===== src/rtl/bitlet_pkg.sv =====
// bitlet_pkg
//   Shared constants for the Bitlet datapath blocks.
//   WID_ACC mirrors the `Wid_acc accumulator width used by the Bitlet
//   calculator. WID_OUT is the default requantized width. The saturation
//   bounds are given both as defaults and as helpers for other widths.
//   No ports (package).
package bitlet_pkg;

   localparam int WID_ACC = 32;
   localparam int WID_OUT = 8;

   localparam int SAT_MAX = (1 << (WID_OUT - 1)) - 1;
   localparam int SAT_MIN = -(1 << (WID_OUT - 1));

   // Largest signed value representable in w bits.
   function automatic longint sat_max(input int w);
      return (64'sd1 <<< (w - 1)) - 64'sd1;
   endfunction

   // Smallest signed value representable in w bits.
   function automatic longint sat_min(input int w);
      return -(64'sd1 <<< (w - 1));
   endfunction

endpackage


===== src/rtl/bitlet_sync_fifo.sv =====
// bitlet_sync_fifo
//   Single-clock show-ahead FIFO. The head entry is visible on rdata_o
//   whenever empty_o is low, and reads as zero when the FIFO is empty.
//   A push into a full FIFO is accepted only if a pop happens in the same
//   cycle; otherwise it is ignored (the caller flags the drop).
// Ports:
//   clk, rst        clock, synchronous active-high reset
//   push_i, wdata_i write request and data
//   pop_i           consume the head entry
//   rdata_o         head entry (show-ahead)
//   full_o, empty_o occupancy flags
module bitlet_sync_fifo #(
   parameter int WIDTH = 8,
   parameter int DEPTH = 4
) (
   input  logic             clk,
   input  logic             rst,
   input  logic             push_i,
   input  logic [WIDTH-1:0] wdata_i,
   input  logic             pop_i,
   output logic [WIDTH-1:0] rdata_o,
   output logic             full_o,
   output logic             empty_o
);

   localparam int AW = (DEPTH > 1) ? $clog2(DEPTH) : 1;

   logic [WIDTH-1:0] mem_q [DEPTH];
   logic [AW-1:0]    wr_ptr_q, wr_ptr_d;
   logic [AW-1:0]    rd_ptr_q, rd_ptr_d;
   logic [AW:0]      cnt_q, cnt_d;
   logic             do_push, do_pop;

   assign full_o  = (cnt_q == (AW+1)'(DEPTH));
   assign empty_o = (cnt_q == '0);

   // A pop frees the slot the simultaneous push needs, so full does not
   // block a push when a pop happens in the same cycle.
   assign do_pop  = pop_i && !empty_o;
   assign do_push = push_i && (!full_o || do_pop);

   assign rdata_o = empty_o ? '0 : mem_q[rd_ptr_q];

   always_comb begin
      wr_ptr_d = wr_ptr_q;
      rd_ptr_d = rd_ptr_q;
      cnt_d    = cnt_q;
      if (do_push) wr_ptr_d = wr_ptr_q + AW'(1);
      if (do_pop)  rd_ptr_d = rd_ptr_q + AW'(1);
      case ({do_push, do_pop})
         2'b10:   cnt_d = cnt_q + (AW+1)'(1);
         2'b01:   cnt_d = cnt_q - (AW+1)'(1);
         default: cnt_d = cnt_q;
      endcase
   end

   always_ff @(posedge clk) begin
      if (rst) begin
         wr_ptr_q <= '0;
         rd_ptr_q <= '0;
         cnt_q    <= '0;
      end else begin
         wr_ptr_q <= wr_ptr_d;
         rd_ptr_q <= rd_ptr_d;
         cnt_q    <= cnt_d;
      end
   end

   // Storage needs no reset: it is only ever read through a valid pointer.
   always_ff @(posedge clk) begin
      if (!rst && do_push) mem_q[wr_ptr_q] <= wdata_i;
   end

endmodule


===== src/rtl/bitlet_requant_packer.sv =====
// bitlet_requant_packer
//   Requantizes signed accumulator results to WID_OUT bits and packs
//   N_PACK of them per output word, lane 0 in the LSBs.
//   Pipeline: stage 1 adds bias (no wrap), stage 2 rounds, applies ReLU,
//   shifts and saturates, the packer fills lanes and pushes completed or
//   flushed words into a show-ahead FIFO.
// Ports:
//   clk, rst            clock, synchronous active-high reset
//   cfg_shift, cfg_relu requantization shift and ReLU enable (stage 2)
//   flush               push a partially filled word once in-flight data lands
//   Aacc_vld, Aacc, bias accumulator result and bias (no backpressure)
//   out_vld, out_rdy    output handshake
//   out_word, out_cnt   packed lanes and number of valid lanes
//   overflow            sticky: a word was dropped at a full FIFO
//   busy                anything in flight, in the packer or queued
//
// Output handshake: a word transfers on a rising edge where out_vld and
// out_rdy are both high. While out_vld is high and out_rdy is low,
// out_word and out_cnt hold their value. out_vld does not depend on
// out_rdy.
module bitlet_requant_packer #(
   parameter int WID_ACC    = bitlet_pkg::WID_ACC,
   parameter int WID_OUT    = bitlet_pkg::WID_OUT,
   parameter int N_PACK     = 4,
   parameter int FIFO_DEPTH = 4
) (
   input  logic                        clk,
   input  logic                        rst,
   input  logic [4:0]                  cfg_shift,
   input  logic                        cfg_relu,
   input  logic                        flush,
   input  logic                        Aacc_vld,
   input  logic [WID_ACC-1:0]          Aacc,
   input  logic [WID_ACC-1:0]          bias,
   output logic                        out_vld,
   input  logic                        out_rdy,
   output logic [N_PACK*WID_OUT-1:0]   out_word,
   output logic [$clog2(N_PACK):0]     out_cnt,
   output logic                        overflow,
   output logic                        busy
);

   import bitlet_pkg::*;

   localparam int LW = $clog2(N_PACK);
   localparam int CW = LW + 1;
   localparam int OW = N_PACK * WID_OUT;
   localparam int FW = OW + CW;
   // One extra bit over the biased sum so adding the rounding term cannot wrap.
   localparam int SW = WID_ACC + 2;

   localparam logic signed [SW-1:0] SAT_HI = SW'(sat_max(WID_OUT));
   localparam logic signed [SW-1:0] SAT_LO = SW'(sat_min(WID_OUT));

   // Stage 1: biased sum
   logic                      s1_vld_q, s1_flush_q;
   logic signed [WID_ACC:0]   s1_sum_q, s1_sum_d;

   // Stage 2: requantized result
   logic                      s2_vld_q, s2_flush_q;
   logic [WID_OUT-1:0]        s2_res_q, s2_res_d;
   logic signed [SW-1:0]      s2_ext, s2_rnd, s2_tmp, s2_shf;

   // Packer
   logic [OW-1:0]             lanes_q, lanes_d, lanes_wr;
   logic [LW-1:0]             lane_idx_q, lane_idx_d;
   logic [CW-1:0]             cnt_after;
   logic                      word_full, push;
   logic [FW-1:0]             push_data;

   // FIFO side
   logic                      fifo_full, fifo_empty, pop;
   logic [FW-1:0]             fifo_rdata;
   logic                      overflow_q, overflow_d;

   assign s1_sum_d = {Aacc[WID_ACC-1], Aacc} + {bias[WID_ACC-1], bias};

   always_comb begin
      s2_ext = {s1_sum_q[WID_ACC], s1_sum_q};
      s2_rnd = '0;
      if (cfg_shift != 5'd0) s2_rnd = SW'(1) << (cfg_shift - 5'd1);
      s2_tmp = s2_ext + s2_rnd;
      if (cfg_relu && s2_tmp[SW-1]) s2_tmp = '0;
      s2_shf = s2_tmp >>> cfg_shift;
      if (s2_shf > SAT_HI)      s2_res_d = SAT_HI[WID_OUT-1:0];
      else if (s2_shf < SAT_LO) s2_res_d = SAT_LO[WID_OUT-1:0];
      else                      s2_res_d = s2_shf[WID_OUT-1:0];
   end

   // The flush request travels down the pipeline beside the data so that a
   // flush only closes the word after every result issued before it has
   // landed, and results issued after it start a fresh word.
   always_comb begin
      lanes_wr = lanes_q;
      if (s2_vld_q) lanes_wr[int'(lane_idx_q)*WID_OUT +: WID_OUT] = s2_res_q;
      cnt_after = {1'b0, lane_idx_q} + CW'(s2_vld_q);
      word_full = s2_vld_q && (lane_idx_q == LW'(N_PACK - 1));
      push      = word_full || (s2_flush_q && (cnt_after != '0));
      push_data = {cnt_after, lanes_wr};
      if (push) begin
         lanes_d    = '0;
         lane_idx_d = '0;
      end else begin
         lanes_d    = lanes_wr;
         lane_idx_d = lane_idx_q + LW'(s2_vld_q);
      end
   end

   assign pop        = out_vld && out_rdy;
   assign overflow_d = overflow_q || (push && fifo_full && !pop);

   always_ff @(posedge clk) begin
      if (rst) begin
         s1_vld_q   <= 1'b0;
         s1_flush_q <= 1'b0;
         s1_sum_q   <= '0;
         s2_vld_q   <= 1'b0;
         s2_flush_q <= 1'b0;
         s2_res_q   <= '0;
         lanes_q    <= '0;
         lane_idx_q <= '0;
         overflow_q <= 1'b0;
      end else begin
         s1_vld_q   <= Aacc_vld;
         s1_flush_q <= flush;
         if (Aacc_vld) s1_sum_q <= s1_sum_d;
         s2_vld_q   <= s1_vld_q;
         s2_flush_q <= s1_flush_q;
         if (s1_vld_q) s2_res_q <= s2_res_d;
         lanes_q    <= lanes_d;
         lane_idx_q <= lane_idx_d;
         overflow_q <= overflow_d;
      end
   end

   bitlet_sync_fifo #(
      .WIDTH (FW),
      .DEPTH (FIFO_DEPTH)
   ) u_fifo (
      .clk     (clk),
      .rst     (rst),
      .push_i  (push),
      .wdata_i (push_data),
      .pop_i   (pop),
      .rdata_o (fifo_rdata),
      .full_o  (fifo_full),
      .empty_o (fifo_empty)
   );

   assign out_vld  = !fifo_empty;
   assign out_word = fifo_rdata[OW-1:0];
   assign out_cnt  = fifo_rdata[FW-1:OW];
   assign overflow = overflow_q;
   assign busy     = s1_vld_q || s2_vld_q || s1_flush_q || s2_flush_q ||
                     (lane_idx_q != '0) || !fifo_empty;

endmodule


===== config.mk =====
export PLATFORM = sky130hd
export DESIGN_NAME = bitlet_requant_packer
export DESIGN_NICKNAME = d
export VERILOG_FILES = /design/src/rtl/bitlet_pkg.sv /design/src/rtl/bitlet_sync_fifo.sv /design/src/rtl/bitlet_requant_packer.sv
export SDC_FILE = /design/constraint.sdc
export NUM_CORES = 1
export LEC_CHECK = 0
export CELL_PAD_IN_SITES_DETAIL_PLACEMENT = 2
export CELL_PAD_IN_SITES_GLOBAL_PLACEMENT = 2
export CORE_MARGIN = 4
export CORE_UTILIZATION = 35
export CTS_CLUSTER_DIAMETER = 50
export DETAILED_ROUTE_END_ITERATION = 7
export MAX_ROUTING_LAYER = met4
export PLACE_DENSITY_LB_ADDON = 0.12
export SETUP_SLACK_MARGIN = 0.4
export SYNTH_ARGS = -nofsm -noshare
export SYNTH_HDL_FRONTEND = slang
export SYNTH_HIERARCHICAL = 1
export SYNTH_SLANG_ARGS = --single-unit

===== constraint.sdc =====
create_clock -name clk -period 6.65 [get_ports clk]
set_input_delay 0.665 -clock clk [delete_from_list [all_inputs] [get_ports clk]]
set_output_delay 0.665 -clock clk [all_outputs]
set_load 0.02 [all_outputs]

Yosys cells after proc, flatten, opt, wreduce, memory -nomap -nowiden. Memory sizes are Yosys's and may differ from the RTL's. A register that Yosys moved wholly into a read port is not among the register bits. Index checks and enable logic that the tools add are counted.

Word-level logic and storage cells: 72. Bits in writable memories: 140. Flip-flop bits (word level): 87. Output and inout port bits: 38. Memories kept: 1.

Reduce and logical (&&, ||, !) cells: 27. $lt $le $gt $ge: 2. Add/subtract/negate cells: 10. Equal/unequal tests: 4. Shift operators: 4. Multiplexer cells: 12.

Memory list: u_fifo.mem_q (depth 4, bits a word 35, read ports 1, clocked after Yosys merged registers in 1, write ports 1, RTL line bitlet_sync_fifo.sv:28) `logic [WIDTH-1:0] mem_q [DEPTH];`.

Operators with widths (number): two-way mux 34 bit (2); two-way mux 35 bit (1); adder 33 x 34 -> 34 bit (1); > comparator 34 x 8 -> 1 bit, second input constant (1); < comparator 34 x 8 -> 1 bit, second input constant (1); left shift 1 x 5 -> 34 bit, first input constant (1); >>> shifter 34 x 5 -> 34 bit (1); adder 32 x 32 -> 33 bit (1); negation 5 -> 33 bit (1); variable shift 8 x 33 -> 32 bit, first input constant (1); indexed part select 8 x 33 -> 32 bit (1); bitwise mux 32 bit (1); two-way mux 32 bit (1); two-way mux 8 bit (2); logical AND 1 bit (9); logical OR 1 bit (8); case mux 3 bit (2 select lines) (1); nonzero test 5 bit (1); subtractor 5 x 1 -> 5 bit, second input constant (1); adder 2 x 1 -> 2 bit, second input constant (2); equality test 2 bit, second input constant (2); zero test 1 bit (4); two-way mux 2 bit (2); nonzero test 2 bit (2); 10 further kinds (11).

Logic depth before layout (Yosys ltp).
Word-level depth: 10. Depth in mapped cells: 25. Depth with buffers taken out: 20.

By module. The synthesis kept the hierarchy.

By module, submodules not included: bitlet_requant_packer (area each 9211.3 sq um, cells an instance 1234, times used 1); bitlet_sync_fifo (area each 5773.0 sq um, cells an instance 276, times used 1).

Least setup slack after synthesis. Ideal clock, no wire load.

Kind: in2reg. Start point: in cfg_shift[1]. End point: reg s2_res_q[4]. Setup slack: 0.206 ns. Arrival: 6.358 ns. Required time: 6.564 ns. Stages: 23. Path buffers: 5. Library setup time: 0.086 ns. Cell sequence: clkbuf_1 clkbuf_1 buf_1 clkbuf_1 buf_1 nor3_1 ha_1 fa_1 a211oi_2 o21ai_2 a211oi_2 o21ai_2 o211a_1 or4_4 nand4_1 o31ai_2 nand2_2 a2bb2oi_2 mux4_2 or4_4 o31ai_4 nand3_1 a211oi_1.

Cells in the longest elaborated chain, start to end: 10. Elaborated cells on any way between the ends: 12. Classes of those cells: add/sub: 2; order compare: 2; shift: 2; mux: 4; reduce/logical: 2.

RTL lines: from (decl) (RTL line bitlet_requant_packer.sv:29) `input logic [4:0] cfg_shift,`; subtractor 5 x 1 -> 5 bit (RTL line bitlet_requant_packer.sv:81) `if (cfg_shift != 5'd0) s2_rnd = SW'(1) << (cfg_shift - 5'd1);`; left shift 1 x 5 -> 34 bit (RTL line bitlet_requant_packer.sv:81); two-way mux 34 bit (RTL line bitlet_requant_packer.sv:81); adder 33 x 34 -> 34 bit (RTL line bitlet_requant_packer.sv:82) `s2_tmp = s2_ext + s2_rnd;`; logical AND 1 bit (RTL line bitlet_requant_packer.sv:83) `if (cfg_relu && s2_tmp[SW-1]) s2_tmp = '0;`; two-way mux 34 bit (RTL line bitlet_requant_packer.sv:83); >>> shifter 34 x 5 -> 34 bit * (RTL line bitlet_requant_packer.sv:84) `s2_shf = s2_tmp >>> cfg_shift;`; < comparator 34 x 8 -> 1 bit (RTL line bitlet_requant_packer.sv:86) `else if (s2_shf < SAT_LO) s2_res_d = SAT_LO[WID_OUT-1:0];`; two-way mux 8 bit (RTL line bitlet_requant_packer.sv:86); two-way mux 8 bit * (RTL line bitlet_requant_packer.sv:85) `if (s2_shf > SAT_HI) s2_res_d = SAT_HI[WID_OUT-1:0];`; to (signal assigned) (RTL line bitlet_requant_packer.sv:129) `if (s1_vld_q) s2_res_q <= s2_res_d;`; to (decl) (RTL line bitlet_requant_packer.sv:61) `logic [WID_OUT-1:0] s2_res_q, s2_res_d;`.

Mark *: on every way between the ends. The rest lies on a longest branch, timed or not. A chain may end at the register's enable or synchronous reset.

Final worst setup path.
Start point: in cfg_shift[3]. End point: reg s2_res_q[2].

Same word-level chain as after synthesis.

==> results_dict.tcl <==
set metrics [dict create \
    finalClockSkew_ps 30.3 \
    first_global_vias 13800 \
    nets 1807 \
    worstPathRequired_ps 7090 \
    layout_setup_ws_ps 737 \
    rows 75 \
    avgSynthCellArea_um2 9.92 \
    ir_drop_mv 0.172 \
    ios 113 \
    post-place-ws_ps 52.3 \
    ys_ff_latch 229 \
    grt_usage 0.225 \
    cts_made_buffers 28 \
    antenna_left 0 \
    numPortBuffers 112 \
    synth-edff-count 140 \
    vias_per_cell 5.68 \
    area_delta_synth_final_pct 20.7 \
    start_util 0.356 \
    clockBufferDepth 3 \
    dr.pass1.iters 4 \
    grt_pass1_wl_um 81400 \
    total_power_w 0.00388 \
    rsz0062_at_grt "no" \
    grt_max_degree 62 \
    ctsHoldBuffers 0 \
    power_density_mw_per_mm2 215 \
    core_mm2 0.0421 \
    hpwl_um 39400 \
    root_buffer "clkbuf_16" \
    met1_length_um 22300 \
    clk_pin_slew_worst_paths_ps 60 \
    fin_crit_ps 5910 \
    cts_sinks 229 \
    hp-class "flop to flop" \
    clock.fmax_mhz 169 \
    gp_congestion 0.913 \
    slew_violations 0 \
    clock_latency_ps 560 \
    grt_antenna_before_repair 0 \
    fin_hold_ws_ps 485 \
    grt_overflow 0 \
    ys.flop_type "edfxtp_1" \
    finalCritPeriodShare 0.889 \
    syn_nets 1664 \
    die_h_um 215 \
    synthArstFlopShare 0 \
    die_w_um 215 \
    h-tree-depth 1 \
    cp-start-kind "primary input" \
    drive_above_1_share 0.139 \
    wl_met3_um 1310 \
    routedWlPerCell_um 23.2 \
    dieArea_mm2 0.0462 \
    fin_tns_setup_ps 0 \
    tightestPinTransition_ps 976 \
    outcome "finished, final reports clean" \
    synth_cell_types 97 \
    wl_met2_um 26700 \
    power.leakage_nw 6.89 \
    ys_warn_count 6 \
    crit_fanout 14 \
    num_vias 12600 \
    syn-instance-count 1510 \
    num_antenna_cells 0 \
    seq_area_frac_synth 0.399 \
    routed.top_layer "met4" \
    path_class "primary input to flop" \
    cts_tree "built" \
    routed_wirelength_um 51500 \
    slew_headroom 0.348 \
    critPathCaptureType "flop" \
    netlist_area_mm2 0.0150 \
    setup_viol 0 \
    hold_viol 0 \
    cap_viol_max_count 0 \
    drcViolationCount 0 \
    cp.arrival_ps 6350 \
    drt_iter0_drc 481 \
    num-fill-cells 4481 \
]
report_power, final:
part	switching (W)	internal, W	total [W]
clock	0.000626	0.000904	0.00153
sequential	0.0000343	0.00152	0.00156
combinational	0.000466	0.000329	0.000795
synthesized netlist by cell type (31+ instances only):
cell      instances  area share
nor2_1          152       0.038
edfxtp_1        140        0.28
nand2_1         107       0.027
a21oi_1          90       0.030
dfxtp_1          89        0.12
nor2b_1          83       0.035
ha_1             76       0.063
o21ai_0          63       0.021
clkbuf_1         55       0.014
mux2i_1          47       0.031
mux4_2           44       0.066
inv_1            41       0.010
nor3_1           41       0.014
a22o_1           36       0.021
nand3_1          34       0.011
xnor2_1          31       0.018
layout by cell type, fill, tap and decap left out, drive strengths merged, types with 10 or more instances in the layout:
cell type      count
or3               11
ha                76
nand2            108
dfxtp             89
xor2              18
mux4              44
nand3             34
o211ai            25
nand2b            10
edfxtp           140
a21oi             94
mux2i             47
clkdlybuf4s50    108
o21ai             75
a21o              22
o31ai             13
and3              14
nor3              41
xnor2             31
nor2             152
clkbuf            30
a31oi             10
o21a              18
a22o              36
and2              12
inv               45
clkinv            16
nor2b             83
a211oi            26
buf               88
state kept, by name, summed over array words and instances (netlist names), 2 cells and up, named ones only:
name,cells
lane_idx_q,2
u_fifo/rd_ptr_q,2
lanes_q,32
s2_res_q,8
u_fifo/mem_q,140
s1_sum_q,33
u_fifo/wr_ptr_q,2
u_fifo/cnt_q,3
timing repair:
| action | in CTS | in global routing |
|---|---|---|
| buffers inserted | 0 | 1 |
| resized for setup | 0 | 11 |
| endpoints found under the setup margin | 0 | 7 |
cells by family (layout without fill, tap and decap cells):
kind of cell    Yosys count  after routing  synth area share
compound gates          416            416             0.198
xor+xnor                 49             49            0.0291
fa+ha+maj                79             79            0.0675
buf+inv                 127            292            0.0346
flops                   229            229             0.399
mux                     100            100             0.105
other cells               1              1          0.000250
simple gates            509            509             0.167
critical path, cell delays in order:
cell and delay, ps:
clkdlybuf4s50_1 520, buf_4 250, nor2_1 220, nand2_1 140
buf_4 190, nor2_1 90, ha_1 300, a211oi_2 230
o21ai_2 130, a211oi_2 270, o21ai_2 170, o21ai_2 270
o211ai_1 210, and3_1 280, o311ai_0 340, a21boi_1 350
a221oi_1 160, o32a_1 340, or4_4 450, o31ai_4 390
o21ai_1 120, a211oi_1 250
metrics by stage:
step                      instance area, µm²  cells   util
final                                  18100   2214  0.429
after global routing                   18100   2214  0.429
after CTS                              18000   2213  0.428
after detailed placement               17100   2161  0.405
after global placement                 17100   2161  0.405
after floorplan                        15000   1510      -
layer usage:
| metal | vias to the layer above | GRT usage |
|---|---|---|
| met1 | 6325 | 0.277 |
| met5 | - | - |
| li1 | 5976 | - |
| met4 | 0 | 0.0517 |
| met3 | 70 | 0.0198 |
| met2 | 194 | 0.403 |
final cells by class:
cell class / instances / area, µm² / area share
Clock buffer: 30 / 708 / 0.0392
Clock inverter: 22 / 243 / 0.0134
Inverter: 44 / 165 / 0.00913
Multi-Input combinational cell: 1154 / 8570 / 0.474
Sequential cell: 229 / 5990 / 0.331
Tap cell: 539 / 674 / 0.0373
Timing Repair Buffer: 196 / 1740 / 0.0964
worst paths after layout:
| path | start | end | slack [ps] | cells past startpoint |
|---|---|---|---|---|
| setup reg to reg | s1_sum_q[0] | s2_res_q[2] | 1460 | 17 |
| setup / recovery | cfg_shift[3] | s2_res_q[2] | 740 | 22 |
| hold / removal | overflow | overflow | 480 | 2 |
| hold reg to reg | overflow | overflow | 480 | 2 |
Note: power is estimated with default switching activity, not from simulation.
==> edit 1, RTL diff (config.mk and constraints unchanged) <==
The parameter `N_PACK` goes from 4 to 8.
--- a/src/rtl/bitlet_requant_packer.sv
+++ b/src/rtl/bitlet_requant_packer.sv
@@ -23,3 +23,3 @@
    parameter int WID_OUT    = bitlet_pkg::WID_OUT,
-   parameter int N_PACK     = 4,
+   parameter int N_PACK     = 8,
    parameter int FIFO_DEPTH = 4
Interface: changed (resized out_cnt and out_word); port bits go from 113 to 146. No check against the original RTL was run, so the function may have changed too.
==> edit 1 against the unedited design <==
  * Final area grew 42%
  * Clock power up 65%
  * Maximum frequency down 1.6%
  * Routed wire length increased by 35%
  * Area after synthesis is 45% higher
  * Sequential cell count is 165 higher
  * Setup slack lost 0.098 ns
  * Critical path depth down 2
  * Worst hold slack lost 0.013 ns
  * First-iteration DRC count up 47%
  * Total power rose by 55%
  * Highest routed layer unchanged
==> edit 1: results <==
export IMPL_status="completed"
export IMPL_ir_drop_mv=0.1952
export IMPL_place_hpwl_um=49350
export IMPL_gp_congestion=0.8753
export IMPL_avgSynthCellArea_um2=11.49
export IMPL_synthDistinctLibCells=110
export IMPL_wl_met3_um=1556
export IMPL_cp_max_fo=8
export IMPL_grt_util_met2=0.3945
export IMPL_synthMuxAreaShare=0.1237
export IMPL_finClkSkew_ns=0.02291
export IMPL_place_ws_ns=-0.07769
export IMPL_first_pass_iters=5
export IMPL_ys_seq_area_frac=0.4889
export IMPL_synth_fa_ha_area_frac=0.04716
export IMPL_port_buffers=145
export IMPL_avgRoutedWirePerCell_um=23.75
export IMPL_cts_buffers=47
export IMPL_cts_max_level=2
export IMPL_antenna_found_initial=1
export IMPL_power_leakage_nw=9.235
export IMPL_fin_nets=2197
export IMPL_crit_arrival_ns=6.49
export IMPL_track_usage=0.2121
export IMPL_drive_above_1_share=0.1486
export IMPL_fillCellCount=6340
export IMPL_reg_top3="u_fifo/mem_q (272), lanes_q (64), s1_sum_q (33)"
edit 1: final cells by class:
cell class                 instances  area [µm²]  area share
clock buffer                      65        1326     0.05177
clock inverter                    22       209.0    0.008156
inverter                          38       142.6    0.005568
multi-input combinational       1356       10370      0.4046
sequential                       394       10620      0.4144
tap                              837        1047     0.04088
timing repair buffer             205        1912     0.07463
edit 1: power by group:
| part | switching (mW) | total, mW | internal, mW |
|---|---|---|---|
| registers | 0.0610 | 2.69 | 2.63 |
| logic | 0.476 | 0.811 | 0.334 |
| clock network | 1.06 | 2.52 | 1.46 |
edit 1: final timing paths:
kind | slack, ns | to | from | cells after the start
setup / recovery | 0.64 | s2_res_q[6] | cfg_shift[1] | 20
hold reg to reg | 0.47 | s2_flush_q | s1_flush_q | 1
hold / removal | 0.47 | s2_flush_q | s1_flush_q | 1
setup reg to reg | 1.73 | s2_res_q[4] | s1_sum_q[10] | 15
==> edit 2, RTL diff (config.mk and constraints unchanged) <==
Made on the original files. Make the reset (`rst`) asynchronous in 2 clocked blocks. Comments in the files are not updated.
--- a/src/rtl/bitlet_sync_fifo.sv
+++ b/src/rtl/bitlet_sync_fifo.sv
@@ -56,3 +56,3 @@
 
-   always_ff @(posedge clk) begin
+   always_ff @(posedge clk or posedge rst) begin
       if (rst) begin
--- a/src/rtl/bitlet_requant_packer.sv
+++ b/src/rtl/bitlet_requant_packer.sv
@@ -111,3 +111,3 @@
 
-   always_ff @(posedge clk) begin
+   always_ff @(posedge clk or posedge rst) begin
       if (rst) begin
Behaviour: differs if rst is asserted again (counterexample within 4 cycles, from zero or initial values and one cycle with rst high); with rst held inactive, the same outputs for 4 cycles.
==> edit 2 against the unedited design <==
  * Via count decreased by 1.3%
  * Die area increased by 1.2%
  * Worst hold slack worse by 0.078 ns
  * Final area is 2.6% higher
  * Sequential cell count is 2 lower
  * Critical path depth down 1
  * Area after synthesis grew 1.2%
  * Setup slack better by 0.0030 ns
  * First-iteration DRC count rose by 29%
  * Non-clock buffer count is 8 higher
  * Routed wire length is 3.0% higher
  * Core utilization up 0.25 points
  * Critical path type unchanged
  * Critical endpoint is now s2_res_q[4]
Power is not compared: it rests on default switching activity, and its combinational part moved more than twofold at a synthesized area within 25%.
==> edit 2: results <==
export IMPL_track_usage=0.2301
export IMPL_synth_area_leaders="edfxtp_1, dfrtp_1, ha_1"
export IMPL_crit_path_max_incr_delay_ns=0.54
export IMPL_finish_instance_area_um2=18560
export IMPL_met3_usage=0.01893
export IMPL_cts_max_level=1
export IMPL_synth_common_cells="edfxtp_1, nor2_1, nand2_1"
export IMPL_fillCellCount=4492
export IMPL_synth_ff_type="edfxtp_1"
export IMPL_avgRoutedWirePerCell_um=24.40
export IMPL_drt_iter0_drc=622
export IMPL_synthCells=1408
export IMPL_grt_util_met2=0.4204
export IMPL_yosys_warnings=6
export IMPL_first_pass_iters=5
export IMPL_crit_arrival_ns=6.36
export IMPL_grt_pass1_wl_um=82590
export IMPL_antenna_found_initial=0
export IMPL_instances_no_fill=2173
export IMPL_gp_congestion=0.9193
export IMPL_syn_num_nets=1562
export IMPL_cp_max_fo=7
export IMPL_fin_nets=1720
export IMPL_drive_above_1_share=0.1763
export IMPL_place_hpwl_um=39120
export IMPL_ys_seq_area_frac=0.4208
export IMPL_wl_met2_um=28100
export IMPL_cp_slowest_cell="xnor2_1"
export IMPL_wl_met1_um=22320
export IMPL_synth_async_reset_ratio=0.3833
export IMPL_dpl_cell_count=2119
export IMPL_place_ws_ns=-0.05130
export IMPL_wl_met3_um=1448
export IMPL_synth_edf_count=140
export IMPL_synthDistinctLibCells=90
export IMPL_grt_max_degree=47
export IMPL_status="completed"
export IMPL_grt_use_met1=0.2771
export IMPL_dr_total_vias=12400
export IMPL_cts_buffer_depth=3
export IMPL_worst_pin_slew_ns=0.9922
export IMPL_port_buffers=112
export IMPL_dpl_cell_area_um2=17390
export IMPL_finClkSkew_ns=0.02090
export IMPL_grt_pass1_vias=13700
-- edit 2: cell families (layout without fill, tap and decap cells) --
| group | Yosys count | in the layout | synth area share |
|---|---|---|---|
| AOI/OAI and AO/OA | 370 | 370 | 0.1733 |
| xor gates and xnor gates | 60 | 60 | 0.03465 |
| adders and majority gates | 79 | 79 | 0.06666 |
| buffers and inverters | 116 | 296 | 0.03218 |
| DFF | 227 | 227 | 0.4208 |
| muxes | 115 | 115 | 0.1235 |
| other | 1 | 1 | 0.0002473 |
| and+or+nand+nor | 440 | 440 | 0.1487 |
-- edit 2: area by class of cell --
cell class | count | share of cell area
Inverter | 40 | 0.008157
Clock inverter | 20 | 0.01618
Timing Repair Buffer | 204 | 0.09708
Sequential cell | 227 | 0.3440
Multi-Input combinational cell | 1065 | 0.4544
Tap cell | 585 | 0.03944
Clock buffer | 32 | 0.04079
-- edit 2: report_power, final --
part | internal, mW | leakage (nW) | switching, mW | total, mW
clock network | 1.09 | 0.522 | 0.624 | 1.72
logic | 1.23 | 4.38 | 1.54 | 2.77
registers | 1.77 | 2.38 | 0.197 | 1.97
-- edit 2: path summary, 6_finish.rpt --
kind | slack (ns) | cells past startpoint | startpoint | endpoint
setup / recovery | 0.74 | 21 | cfg_shift[1] | s2_res_q[4]
hold / removal | 0.41 | 0 | s1_flush_q | s2_flush_q
min in group asynchronous | 0.63 | 2 | rst | u_fifo/rd_ptr_q[0]
hold reg to reg | 0.41 | 0 | s1_flush_q | s2_flush_q
max in group asynchronous | 4.79 | 3 | rst | s1_sum_q[30]
setup reg to reg | 1.50 | 18 | s1_sum_q[0] | s2_res_q[4]
-- edit 2: what timing repair did --
| item | 4_1_cts | 5_1_grt |
|---|---|---|
| resized for setup | 0 | 22 |
| buffers inserted | 0 | 2 |
| endpoints found under the setup margin | 0 | 7 |
